$ cat src/rtl/call_scheduler.sv
// rtl/call_scheduler.sv - SCAN request dispatcher driving the car controller's call input
module call_scheduler #(
    parameter int DWELL_CYCLES = 3,
    parameter int IDLE_TIMEOUT = 8,
    parameter int HOME_FLOOR   = 0
) (
    input  logic       clk,
    input  logic       rst,
    input  logic [3:0] req_btn,
    input  logic [1:0] cur_floor,
    input  logic       door,
    input  logic       emergency,
    output logic [1:0] call,
    output logic [3:0] pending,
    output logic       dir_pref,
    output logic       busy
);
    typedef enum logic [1:0] {IDLE, MOVE, DWELL, HOMING} state_t;

    localparam logic [3:0] DWELL_L = 4'(DWELL_CYCLES);
    localparam logic [7:0] IDLE_L  = 8'(IDLE_TIMEOUT);
    localparam logic [1:0] HOME_L  = 2'(HOME_FLOOR);

    state_t     state_q, state_d;
    logic [1:0] call_q, call_d;
    logic [3:0] pending_q, pending_d;
    logic       dir_pref_q, dir_pref_d;
    logic       busy_q, busy_d;
    logic [3:0] dwell_cnt_q, dwell_cnt_d;
    logic [7:0] idle_cnt_q, idle_cnt_d;
    logic       home_hold_q, home_hold_d;

    logic [3:0] clear_mask, cur_onehot;
    logic [1:0] up_tgt, dn_tgt, tgt;
    logic       found_up, found_dn, tgt_valid, tgt_dir;

    assign cur_onehot = 4'b0001 << cur_floor;

    always_comb begin
        found_up = 1'b0;
        found_dn = 1'b0;
        up_tgt   = 2'd0;
        dn_tgt   = 2'd0;
        for (int i = 0; i < 4; i++) begin
            if (pending_q[2'(i)]) begin
                if (2'(i) > cur_floor && !found_up) begin
                    up_tgt   = 2'(i);
                    found_up = 1'b1;
                end
                if (2'(i) < cur_floor) begin
                    dn_tgt   = 2'(i);
                    found_dn = 1'b1;
                end
            end
        end
        tgt_valid = 1'b1;
        tgt       = cur_floor;
        tgt_dir   = dir_pref_q;
        if (!pending_q[cur_floor]) begin
            if (dir_pref_q && found_up) begin
                tgt = up_tgt;
            end else if (!dir_pref_q && found_dn) begin
                tgt = dn_tgt;
            end else if (found_up) begin
                tgt     = up_tgt;
                tgt_dir = 1'b1;
            end else if (found_dn) begin
                tgt     = dn_tgt;
                tgt_dir = 1'b0;
            end else begin
                tgt_valid = 1'b0;
            end
        end
    end

    always_comb begin
        state_d     = state_q;
        call_d      = call_q;
        dir_pref_d  = dir_pref_q;
        dwell_cnt_d = dwell_cnt_q;
        idle_cnt_d  = idle_cnt_q;
        home_hold_d = home_hold_q;
        clear_mask  = 4'b0000;
        if (!emergency) begin
            unique case (state_q)
                IDLE, HOMING: begin
                    if (tgt_valid) begin
                        call_d     = tgt;
                        dir_pref_d = tgt_dir;
                        idle_cnt_d = 8'd0;
                        if (tgt == cur_floor) begin
                            state_d     = DWELL;
                            dwell_cnt_d = DWELL_L;
                        end else begin
                            state_d = MOVE;
                        end
                    end else if (state_q == HOMING) begin
                        call_d = HOME_L;
                        if (cur_floor == HOME_L) begin
                            state_d     = IDLE;
                            home_hold_d = 1'b1;
                            idle_cnt_d  = 8'd0;
                        end
                    end else begin
                        if (idle_cnt_q != IDLE_L) idle_cnt_d = idle_cnt_q + 8'd1;
                        if (idle_cnt_d == IDLE_L && cur_floor != HOME_L && !home_hold_q) begin
                            state_d = HOMING;
                            call_d  = HOME_L;
                        end
                    end
                end
                MOVE: begin
                    if (tgt_valid) begin
                        call_d     = tgt;
                        dir_pref_d = tgt_dir;
                        if (tgt == cur_floor && door) begin
                            state_d     = DWELL;
                            dwell_cnt_d = DWELL_L;
                        end
                    end else begin
                        state_d    = IDLE;
                        idle_cnt_d = 8'd0;
                    end
                end
                DWELL: begin
                    call_d = cur_floor;
                    // A press for this floor on the completion cycle reopens the door: dwell again
                    if (door && dwell_cnt_q <= 4'd1) begin
                        clear_mask  = cur_onehot;
                        home_hold_d = 1'b0;
                        if (req_btn[cur_floor]) begin
                            dwell_cnt_d = DWELL_L;
                        end else begin
                            dwell_cnt_d = 4'd0;
                            if (((pending_q & ~cur_onehot) | req_btn) != 4'b0000) begin
                                state_d = MOVE;
                            end else begin
                                state_d    = IDLE;
                                idle_cnt_d = 8'd0;
                            end
                        end
                    end else if (req_btn[cur_floor]) begin
                        dwell_cnt_d = DWELL_L;
                    end else if (door) begin
                        dwell_cnt_d = dwell_cnt_q - 4'd1;
                    end
                end
                default: state_d = IDLE;
            endcase
        end
        pending_d = (pending_q & ~clear_mask) | req_btn;
        busy_d    = (state_d != IDLE);
    end

    always_ff @(posedge clk or posedge rst) begin
        if (rst) begin
            state_q     <= IDLE;
            call_q      <= HOME_L;
            pending_q   <= 4'b0000;
            dir_pref_q  <= 1'b1;
            busy_q      <= 1'b0;
            dwell_cnt_q <= 4'd0;
            idle_cnt_q  <= 8'd0;
            home_hold_q <= 1'b0;
        end else begin
            state_q     <= state_d;
            call_q      <= call_d;
            pending_q   <= pending_d;
            dir_pref_q  <= dir_pref_d;
            busy_q      <= busy_d;
            dwell_cnt_q <= dwell_cnt_d;
            idle_cnt_q  <= idle_cnt_d;
            home_hold_q <= home_hold_d;
        end
    end

    assign call     = call_q;
    assign pending  = pending_q;
    assign dir_pref = dir_pref_q;
    assign busy     = busy_q;
endmodule

$ cat config.mk
export PLATFORM = sky130hd
export DESIGN_NAME = call_scheduler
export DESIGN_NICKNAME = d
export VERILOG_FILES = /design/src/rtl/call_scheduler.sv
export SDC_FILE = /design/constraint.sdc
export NUM_CORES = 1
export LEC_CHECK = 0
export ABC_CLOCK_PERIOD_IN_PS = 6400
export CAP_MARGIN = 10
export CORE_UTILIZATION = 55
export CTS_CLUSTER_SIZE = 30
export DETAILED_ROUTE_END_ITERATION = 12
export GPL_TIMING_DRIVEN = 0
export PLACE_DENSITY = 0.78
export SLEW_MARGIN = 5
export SYNTH_ARGS = -nofsm -noshare
export SYNTH_HDL_FRONTEND = slang
export SYNTH_SLANG_ARGS = --single-unit
export TNS_END_PERCENT = 20
$ cat constraint.sdc
create_clock -name clk -period 6.4 [get_ports clk]
set_input_delay 1.28 -clock clk [delete_from_list [all_inputs] [get_ports clk]]
set_output_delay 1.28 -clock clk [all_outputs]
set_load 0.05 [all_outputs]
==> run summary <==
ANT nets after route -> 0
First-pass GRT wire length -> 6920 um
Initial antenna violation count -> 0
Die Span X -> 58.2 um
Pins Over Slew Limit -> 0
Critical path launch point type -> primary input
Clock transition at the registers of the reported paths -> 0.13 ns
IO buf count -> 16
Max IR drop VDD -> 0.000297 V
Commonest non-fill, non-tap cell in the layout -> o21ai_0
#FFs+latches synth -> 23
CP Buf/Inv Count -> 2
Layout area overhead -> 14.0%
Layout cell share with drive strength beyond 1 -> 10.2%
Worst Max-Slew Pin Slew -> 0.896 ns
1st-pass router iterations -> 5
Power Density -> 278 mW/mm2
CP Data Required Time -> 6.62 ns
Post-Synthesis Cells -> 205
Yosys cell types -> 51
Hold Crit Class -> register to register
Final Non-Filler Cells -> 269
Core Region -> 0.00303 mm2
Async SR Flop Fraction -> 100%
Mapped cell area -> 0.00174 mm2
Number of synthesis warnings -> 0
Avg Inst Size Synth -> 8.47 um2
Via count -> 1684
Grt ovf -> 0
Max FO, Critical Path -> 10
Vias in the first global route -> 1602
Fin crit period -> 3.50 ns
WL final -> 4100 um
Delay-heaviest family, CP -> compound AO/OA/AOI/OAI gates
Worst skew pair latency -> 0.32 ns
TritonCTS clock tree -> done
Pin count of the biggest net entering global routing -> 24
Final Util -> 65.3%
RSZ-0062 raised after global routing -> false
DP Cell Count -> 265
Drt wl/cell -> 15.2 um
Antenna Diode Count -> 0
Clk root buf -> clkbuf_4
DR iter-0 viols -> 111
Final Wtd Congestion -> 0.919
Worst-path cell chain -> clkdlybuf4s50_1, buf_6, nor2_2, or4_1, a211o_1, a211oi_1, o21a_1, mux2_2
Crit Path Class -> primary input to register
Via-to-Cell Ratio -> 6.26
Finished Cell Area -> 0.00198 mm2
Most frequent cells in the layout -> o21ai_0 (27), dfrtp_1 (22), nor2_1 (17)
Total Power -> 0.549 mW
Syn Nets -> 223
Initial Util -> 57.3%
H-tree Lvls -> 1
Total track usage -> 26.3%
Critical Path AT -> 3.72 ns
Post-route setup slack -> 2.90 ns
Worst rel slew slack -> 40.2%
Post-synthesis sequential area ratio -> 33.2%
Fin nets -> 244
Fmax -> 285 MHz
Final period utilization -> 54.7%
CP max-delay cell -> clkdlybuf4s50_1
Worst Clk Skew -> 0.00816 ns
Post-synth EDFFs -> 0
Post-CTS sizing -> 0
# Max-Cap Violations -> 0
Setup TNS Final -> 0 ns
Hold Slack -> 0.498 ns
Run status -> complete, no violations
Clk buf depth -> 2
Synth Flop Type -> dfrtp_1
Setup repair bufs after CTS -> 0
Hold Fails Final Rpt -> 0
Placed inst area -> 0.00195 mm2
Post-CTS Hold Buffers -> 0
I/O pin count -> 18
DRC -> 0
Die Height -> 58.2 um
Row count -> 20
Worst R2R Setup Slack -> 3.74 ns
Num CTS Buffers -> 3
Largest stage delay, worst path -> 0.59 ns
Worst Setup End Kind -> register
Final Setup Violations -> 0
CTS sink cnt -> 23
DP Worst Slack -> 2.54 ns
Die area -> 0.00338 mm2
Final HPWL DP -> 3070 um
Leak -> 0.794 nW
-- power by group --
part | switching, mW | internal, mW | total, mW
combinational | 0.176 | 0.108 | 0.283
sequential | 0.0225 | 0.173 | 0.196
clock | 0.0467 | 0.0234 | 0.0701
total | 0.245 | 0.304 | 0.549
-- routing by layer --
layer / track usage [%] / share of wire (%) / vias to the layer above
met2: 46.0 / 49 / 72
met3: 3.35 / 4.9 / 8
li1: - / - / 797
met1: 33.0 / 44 / 807
met4: 9.86 / 2.0 / 0
met5: 0 / 0 / -
-- path summary, 6_finish.rpt --
| kind | start | to | cells past startpoint |
|---|---|---|---|
| max | cur_floor[0] | call[1] | 8 |
| min | dir_pref | dir_pref | 2 |
| max reg2reg | idle_cnt_q[0] | call[1] | 7 |
| min reg2reg | dir_pref | dir_pref | 2 |
| max in group asynchronous | rst | state_q[1] | 2 |
| min in group asynchronous | rst | dwell_cnt_q[2] | 2 |
-- flip-flops by register name, summed over array words and instances (netlist names) --
signal,cells
idle_cnt_q,8
dwell_cnt_q,4
pending,4
call,2
state_q,2
busy,1
dir_pref,1
home_hold_q,1
-- cell usage after synthesis (2+ instances only) --
cell       number  share of area, %
or2_1           2              0.72
a2111oi_0       2               1.0
mux2i_1         2               1.2
o31ai_1         7               3.0
o21ai_0        27               7.8
or4_1           2              0.86
nand2b_1        5               1.8
a221oi_1        3               1.5
o31a_1          2               1.0
inv_1          15               3.2
nor4_1          2              0.72
nor2b_1         3               1.1
o41ai_1         2               1.0
o21a_1          3               1.3
nor2_1         17               3.7
mux2_2          3               1.9
nand3_1        10               2.9
a21oi_1         5               1.4
nand4_1         2              0.72
or3_1           2              0.72
nand2_1        13               2.8
a31oi_1         2              0.72
a21boi_0        3               1.3
xor2_1          3               1.5
a21o_1          3               1.3
and3_1          3               1.1
clkbuf_1        5               1.1
dfrtp_1        22                32
or2_2           5               1.8
ha_1            8               5.8
mux4_2          2               2.6
-- logic make-up (layout without fill, tap and decap cells) --
group | Yosys count | after routing | share of synthesized area (%)
flip-flops | 23 | 23 | 33.2
AO/OA/AOI/OAI | 69 | 69 | 26.7
multiplexers | 7 | 7 | 5.70
XOR/XNOR | 3 | 3 | 1.51
buffers and inverters | 24 | 44 | 5.98
AND/OR/NAND/NOR | 71 | 71 | 21.1
adder cells (fa/ha/maj) | 8 | 8 | 5.77
-- area by class of cell --
type	count	area (um2)
multi-input combinational	158	1050
fill	247	1050
sequential	23	577
timing repair buffer	16	160
inverter	15	56.3
tap	44	55.1
buffer	9	47.5
clock buffer	3	22.5
clock inverter	1	5.00
-- worst min-delay path, delay by kind of cell, from the launching register on --
kind / cells / cell delay, ns
flip-flops: 1 / 0.39
AO/OA/AOI/OAI: 2 / 0.12
Note: power is estimated with default switching activity, not from simulation.
